<file path="config.mk">
export PLATFORM = sky130hd
export DESIGN_NAME = laser_peak_detect
export DESIGN_NICKNAME = d
export VERILOG_FILES = /design/src/rtl/laser_peak_detect.sv
export SDC_FILE = /design/constraint.sdc
export NUM_CORES = 1
export LEC_CHECK = 0
export BUFFER_PORTS_ARGS = -buffer_cell sky130_fd_sc_hd__buf_2
export CORE_MARGIN = 4
export CORE_UTILIZATION = 25
export DETAILED_ROUTE_END_ITERATION = 6
export GPL_ROUTABILITY_DRIVEN = 0
export SLEW_MARGIN = 15
export SYNTH_ARGS = -nofsm -noshare
export SYNTH_HDL_FRONTEND = slang
export SYNTH_SLANG_ARGS = --single-unit
</file>
<file path="constraint.sdc">
create_clock -name clk -period 5.9 [get_ports clk]
set_input_delay 0.885 -clock clk [delete_from_list [all_inputs] [get_ports clk]]
set_output_delay 0.885 -clock clk [all_outputs]
set_load 0.01 [all_outputs]
</file>
<file path="src/rtl/laser_peak_detect.sv">
// laser_peak_detect: finds the brightest pixel (value, column) of every video line.
// Latency: report strobe (peak_valid) one cycle after the h_rise that closes a line.
// Backpressure: none; one pixel per dv_in cycle is always consumed, report is a strobe.
module laser_peak_detect #(
  parameter int         IMG_WIDTH = 859,
  parameter logic [7:0] THRESHOLD = 8'd64
) (
  input  logic       clk,
  input  logic       reset,
  input  logic [2:0] fvh_in,
  input  logic       dv_in,
  input  logic [7:0] px_in,
  output logic [9:0] peak_col,
  output logic [9:0] peak_row,
  output logic [7:0] peak_val,
  output logic       peak_found,
  output logic       peak_valid
);

  localparam logic [9:0] COL_LAST = 10'(IMG_WIDTH - 1);
  localparam logic [9:0] ROW_LAST = 10'd1023;
  // Column counter value after a line's first pixel (stays 0 for a 1-pixel-wide image)
  localparam logic [9:0] COL_AFTER_FIRST = (COL_LAST == 10'd0) ? 10'd0 : 10'd1;

  typedef enum logic [1:0] {
    WAIT_FRAME,
    LINE,
    EMIT
  } state_t;

  state_t     state;
  logic [1:0] fvh_prev;
  logic       h_rise;
  logic       v_rise;
  logic [9:0] col;
  logic [9:0] row;
  logic [9:0] max_col;
  logic [7:0] max_px;
  logic [9:0] col_next;
  logic       take_px;
  logic       unused_field;

  // The field bit carries no information for peak finding; both fields are handled alike.
  assign unused_field = fvh_in[2];

  assign h_rise = fvh_in[0] & ~fvh_prev[0];
  assign v_rise = fvh_in[1] & ~fvh_prev[1];

  // Timing history for rising-edge detection of the vertical and horizontal flags
  always_ff @(posedge clk or posedge reset) begin
    if (reset) begin
      fvh_prev <= 2'b00;
    end else begin
      fvh_prev <= fvh_in[1:0];
    end
  end

  // Saturating column advance and strict-greater test (keeps the first occurrence on ties)
  always_comb begin
    col_next = (col == COL_LAST) ? col : col + 10'd1;
    take_px  = dv_in && (px_in > max_px);
  end

  // Frame/line sequencing, per-line max accumulation and registered report outputs
  always_ff @(posedge clk or posedge reset) begin
    if (reset) begin
      state      <= WAIT_FRAME;
      col        <= 10'd0;
      row        <= 10'd0;
      max_px     <= 8'd0;
      max_col    <= 10'd0;
      peak_col   <= 10'd0;
      peak_row   <= 10'd0;
      peak_val   <= 8'd0;
      peak_found <= 1'b0;
      peak_valid <= 1'b0;
    end else begin
      peak_valid <= 1'b0;
      if (v_rise) begin
        // New frame wins over everything: partial line is dropped without a report
        state   <= LINE;
        row     <= 10'd0;
        col     <= 10'd0;
        max_px  <= 8'd0;
        max_col <= 10'd0;
      end else begin
        case (state)
          WAIT_FRAME: begin
            state <= WAIT_FRAME;
          end
          LINE: begin
            if (h_rise) begin
              peak_col   <= max_col;
              peak_row   <= row;
              peak_val   <= max_px;
              peak_found <= (max_px >= THRESHOLD);
              peak_valid <= 1'b1;
              // A pixel on the h_rise cycle is column 0 of the next line
              max_px     <= dv_in ? px_in : 8'd0;
              max_col    <= 10'd0;
              col        <= dv_in ? COL_AFTER_FIRST : 10'd0;
              state      <= EMIT;
            end else if (dv_in) begin
              if (take_px) begin
                max_px  <= px_in;
                max_col <= col;
              end
              col <= col_next;
            end
          end
          EMIT: begin
            row <= (row == ROW_LAST) ? row : row + 10'd1;
            if (dv_in) begin
              if (take_px) begin
                max_px  <= px_in;
                max_col <= col;
              end
              col <= col_next;
            end
            state <= LINE;
          end
          default: begin
            state <= WAIT_FRAME;
          end
        endcase
      end
    end
  end

endmodule

</file>
==> results of run 1 <==
==> per-layer routing <==
| layer | up-vias | share of wire | GRT usage |
|---|---|---|---|
| met1 | 1304 | 0.45 | 0.127 |
| met3 | 12 | 0.046 | 0.0304 |
| met4 | 0 | 0.018 | 0.0400 |
| li1 | 1325 | - | - |
| met5 | - | 0 | 0 |
| met2 | 42 | 0.48 | 0.173 |
==> through the flow <==
step / hold slack, ns / setup slack [ns] / cells
after floorplan: 0.440 / 3.19 / 348
after global placement: 0.458 / 2.71 / 558
after detailed placement: 0.459 / 2.70 / 558
after CTS: 0.473 / 3.05 / 574
after global routing: 0.487 / 2.85 / 574
final: 0.465 / 3.05 / 574
==> sequential cells by signal (all words and copies together), names as in the netlist <==
signal / cells
peak_col: 10
max_px: 8
row: 10
peak_val: 8
state: 2
max_col: 10
col: 10
peak_valid: 1
fvh_prev: 2
peak_found: 1
peak_row: 10
==> cell usage in the layout (no fill, tap or decap), types with 3 or more instances in the layout <==
cell type,n
nand2_1,86
nor3_1,4
a211oi_1,3
dfrtp_1,72
nand3_1,11
a31oi_1,3
a21oi_1,8
o211ai_1,8
o2111ai_1,7
and3_1,3
nand4_1,7
nor2b_1,4
clkbuf_16,9
a22o_1,11
ha_1,11
xnor2_1,6
nand2b_1,3
buf_2,42
o31ai_1,4
inv_1,14
nor2_1,18
o21ai_0,19
==> where the power goes <==
| group | internal [mW] | switching [mW] | total [mW] |
|---|---|---|---|
| Sequential | 0.558 | 0.0376 | 0.596 |
| Clock | 0.384 | 0.206 | 0.590 |
| Combinational | 0.102 | 0.179 | 0.281 |
==> final cells by class <==
class | count | area share
timing repair buffer | 44 | 0.0543
sequential | 72 | 0.435
multi-input combinational | 251 | 0.364
inverter | 15 | 0.0136
clock buffer | 10 | 0.0577
clock inverter | 6 | 0.0220
tap | 176 | 0.0531
==> Yosys cell counts (4+ instances only) <==
cell / instances / share of area
o211ai_1: 8 / 0.018
nand4_1: 7 / 0.013
o31ai_1: 4 / 0.0088
dfrtp_1: 72 / 0.53
nand3_1: 11 / 0.016
nor2b_1: 4 / 0.0073
ha_1: 11 / 0.040
inv_1: 15 / 0.017
nand2_1: 86 / 0.095
buf_2: 4 / 0.0059
nor3_1: 4 / 0.0059
o21ai_0: 19 / 0.028
nor2_1: 18 / 0.020
o2111ai_1: 7 / 0.018
xnor2_1: 6 / 0.015
a22o_1: 11 / 0.028
a21oi_1: 8 / 0.012
clkbuf_1: 4 / 0.0044
==> worst max-delay path by stage <==
stage	depth (start not counted)	startpoint	to
after floorplan	1	reset	col[0]$_DFFE_PP0P_
after global placement	7	px_in[7]	max_px[0]$_DFFE_PP0P_
after detailed placement	7	px_in[7]	max_px[0]$_DFFE_PP0P_
after CTS	7	px_in[7]	max_px[0]$_DFFE_PP0P_
after global routing	7	px_in[7]	max_px[0]$_DFFE_PP0P_
final	7	px_in[7]	max_px[0]$_DFFE_PP0P_
==> worst reg2reg max path: stages (launching register included) <==
cell and delay, ns:
dfrtp_1 0.37, inv_1 0.10, ha_1 0.26, nand4_1 0.19, nor2_1 0.07, nor2_1 0.45, o221ai_1 0.57, a221o_1 0.44
==> cell families (layout without fill, tap and decap cells) <==
| group | Yosys count | after routing | synth area share |
|---|---|---|---|
| AND/OR/NAND/NOR | 150 | 150 | 0.201 |
| XOR/XNOR | 9 | 9 | 0.0253 |
| flip-flops | 72 | 72 | 0.528 |
| AO/OA/AOI/OAI | 80 | 80 | 0.173 |
| adder cells (fa/ha/maj) | 11 | 11 | 0.0404 |
| multiplexers | 1 | 1 | 0.00293 |
| buffers and inverters | 25 | 75 | 0.0290 |
==> results.yml, run 1 <==
status:
  outcome: "complete, no violations"
run:
  cap_violations: 0
clock_network:
  cts.clk_slew.worst_paths_ns: 0.06
  cts_resized: 0
  cts_tree: "done"
  cts_buffers: 9
  clk_path_buf_depth: 2
  clk_latency_ns: 0.33
  cts_sinks: 72
  root_buffer: "clkbuf_16"
  post_cts_buffers: 0
  cts_hold_buffers: 0
  htree_num_levels: 3
power_and_ir_drop:
  finalPower_mw: 1.47
  power.density_nw_per_um2: 354
  leakagePower_nw: 2.00
  ir_worst_vdd_mv: 0.152
global_routing:
  grt_usage: 0.104
  antenna_found_initial: 0
  grt_max_degree: 73
  grt_pass1_wl_microns: 13400
  overflow: 0
  grt_pass1_vias: 2807
min_path:
  worstHoldEndpoint: "peak_col[8]$_DFFE_PP0P_"
  hold_depth: 2
  min_from: "peak_col[8]$_DFFE_PP0P_"
  hold_path.class: "flop to flop"
critical_path:
  crit_buf_inv: 1
  crit_type: "input pin to flop"
  r2r_cells: 7
  crit_family: "compound AO/OA/AOI/OAI gates"
  crit_chain: "buf_2 > ha_1 > nand4_1 > nor2_1 > nor2_1 > o221ai_1 > a221o_1"
  cp_max_fo: 11
  crit_slowest_cell: "o221ai_1"
  start_kind: "input pin"
  cp-end-kind: "flop"
  worstPathRequired_ns: 6.11
  r2r-start: "max_px[7]$_DFFE_PP0P_"
  reg2reg_setup_slack_ns: 3.33
  cpPeakStageDelay_ns: 0.57
  timing.rr.end: "max_px[0]$_DFFE_PP0P_"
  worstPathArrival_ns: 3.06
  cp_common_cell: "nor2_1"
sta:
  finalClockSkew_ns: 0.00875
  fmax_mhz: 351
  rsz0062_at_grt: "false"
  final_max_slew_viol_count: 0
  setup_violations: 0
  slew-limit-headroom: 0.328
  hold_violations: 0
  setup_tns_ns: 0
  tightest_slew_ns: 1.01
  period_needed_ns: 2.85
  fin_crit_sh: 0.482
floorplanning:
  fp.dieW_microns: 125
  start_util: 0.257
  core_sq_um: 13300
  die_area_sq_um: 15600
  die_h_microns: 125
  row_count: 42
  ios: 44
finish:
  n_antenna_cell: 0
  finalNetCount: 418
  syn_to_final_growth_pct: 21.5
  utilization: 0.312
  drive_gt1_frac: 0.183
  final-seq-area_sq_um: 1800
  multi_input_area_sq_um: 1510
  fillers: 1375
  final_area_sq_um: 4140
yosys:
  synth_seq_cells: 72
  ys.flop_type: "dfrtp_1"
  ys_seq_area_frac: 0.528
  synth_edf_count: 0
  synthCells: 348
  postSynthNetCount: 373
  synth_area_per_cell_sq_um: 9.80
  async_flop_share: 1.00
  synth_area_sq_um: 3410
  synthDistinctLibCells: 52
  ys_warn_count: 0
drt:
  drc: 0
  dr_total_vias: 2683
  post_drt_wl_per_cell_microns: 13.5
  drt_wl_total_microns: 7770
  dr.pass1.iters: 4
  dr.first_iter.drc_count: 152
  final_antenna_net_count: 0
  viasPerCell: 4.67
place:
  hpwl_microns: 5380
  port_buffers: 42
  placed_cell_area_sq_um: 3810
No activity file was read; power rests on OpenSTA's default activity.
==> inputs of run 2 (changes only) <==
clock period = 2.8 ns   (was 5.9 ns; I/O delays follow)
==> results.yml, run 2 (synthesis results as in run 1) <==
status:
  outcome: "complete, no violations"
critical_path:
  cp-end-kind: "flop"
  cpPeakStageDelay_ns: 0.50
  worstPathArrival_ns: 2.33
  crit_buf_inv: 1
  cp_max_fo: 14
  crit_family: "compound AO/OA/AOI/OAI gates"
  crit_type: "flop to flop"
  worstPathRequired_ns: 3.01
  start_kind: "flop"
  crit_chain: "and2b_2 > o21ai_2 > or2_1 > o221ai_1 > buf_4 > a221o_1"
  crit_slowest_cell: "o21ai_2"
global_routing:
  grt_pass1_vias: 2703
  grtUsageMet3: 0.0322
  grt_util_met1: 0.134
  top_usage_layer: "met2"
  antenna_found_initial: 0
  grt_pass1_wl_microns: 13400
  gr-usage-met2: 0.164
  overflow: 0
  grt_usage: 0.104
  grt_max_degree: 29
sta:
  slew-limit-headroom: 0.525
  fmax_mhz: 471
  final_max_slew_viol_count: 0
  period_needed_ns: 2.12
  fin_crit_sh: 0.759
  hold_violations: 0
  finalClockSkew_ns: 0.00635
  tightest_slew_ns: 0.711
  setup_violations: 0
  rsz0062_at_grt: "false"
  setup_tns_ns: 0
drt:
  dr_total_vias: 2692
  drc: 0
  dr.pass1.iters: 4
  final_antenna_net_count: 0
  viasPerCell: 4.64
  drt_wl_total_microns: 7860
  post_drt_wl_per_cell_microns: 13.5
  dr.first_iter.drc_count: 201
finish:
  utilization: 0.310
  final_common_cell: "nand2_1"
  syn_to_final_growth_pct: 20.9
  final_cell_mix: "nand2_1, dfrtp_1, buf_2"
  n_antenna_cell: 0
  drive_gt1_frac: 0.191
  finalNetCount: 424
floorplanning:
  row_count: 42
  ios: 44
  die_area_sq_um: 15600
  start_util: 0.257
  die_h_microns: 125
  core_sq_um: 13300
  fp.dieW_microns: 125
power_and_ir_drop:
  ir_worst_vdd_mv: 0.259
  leakagePower_nw: 1.99
  power.density_nw_per_um2: 703
clock_network:
  cts_sinks: 72
  cts_hold_buffers: 0
  cts_resized: 0
  clk_latency_ns: 0.33
  cts_buffers: 9
  cts.clk_slew.worst_paths_ns: 0.06
  post_cts_buffers: 0
  clk_path_buf_depth: 2
  root_buffer: "clkbuf_16"
  htree_num_levels: 3
  cts_tree: "done"
run:
  cap_violations: 0
place:
  port_buffers: 42
  hpwl_microns: 5570
min_path:
  hold_path.class: "input pin to asynchronous set/reset pin"
-- run 2: cell types whose count changed in the layout (fill, tap and decap cells not counted), sizes merged --
cell,previous run,this run
buf,44,50
clkbuf,10,11
bufinv,2,0
clkinvlp,0,2
inv,16,15
-- run 2: worst paths after layout --
| check | from | to | slack (ns) | cells past startpoint |
|---|---|---|---|---|
| worst min register to register | peak_col[8]$_DFFE_PP0P_ | peak_col[8]$_DFFE_PP0P_ | 0.47 | 2 |
| worst max-delay path | state[0]$_DFFE_PP0P_ | max_px[0]$_DFFE_PP0P_ | 0.68 | 6 |
| worst min-delay path | reset | peak_col[8]$_DFFE_PP0P_ | 0.12 | 2 |
| min in group clk | fvh_in[1] | fvh_prev[1]$_DFF_PP0_ | 0.22 | 1 |
| max in group asynchronous | reset | max_px[5]$_DFFE_PP0P_ | 1.93 | 3 |
| worst max register to register | state[0]$_DFFE_PP0P_ | max_px[0]$_DFFE_PP0P_ | 0.68 | 6 |
-- run 2: layout make-up --
cell class	count	area, sq um
well taps	176	220
clock buffers	11	233
flip-flops and latches	72	1800
clock inverters	5	33.8
multi-input cells	251	1510
fillers	1391	9170
repair buffers	50	270
inverters	15	56.3
-- run 2: power by group --
part           switching [mW]  leakage (nW)  total (mW)  internal [mW]
clock network           0.438         0.126        1.04          0.598
logic                   0.379         0.885       0.605          0.227
registers              0.0816         0.977        1.26           1.18
total                   0.898          1.99        2.90           2.00
-- run 2: metrics by stage --
step	cells	worst slack (ns)	power, mW	instance area (sq um)	hold WS, ns
6_report	580	0.676	2.90	4130	0.117
5_1_grt	580	0.510	3.08	4130	0.153
4_1_cts	580	0.656	2.95	4130	0.131
3_5_place_dp	564	0.555	1.89	3860	0.458
3_3_place_gp	564	0.582	1.87	3860	0.461
2_1_floorplan	348	0.555	1.66	3410	0.440
-- run 2: routing by layer --
layer | up-vias | wire length (microns) | part of all wire
met1 | 1310 | 3760 | 0.48
met4 | 0 | 121 | 0.015
met2 | 39 | 3660 | 0.47
li1 | 1336 | - | -
met3 | 7 | 322 | 0.041
met5 | - | 0 | 0
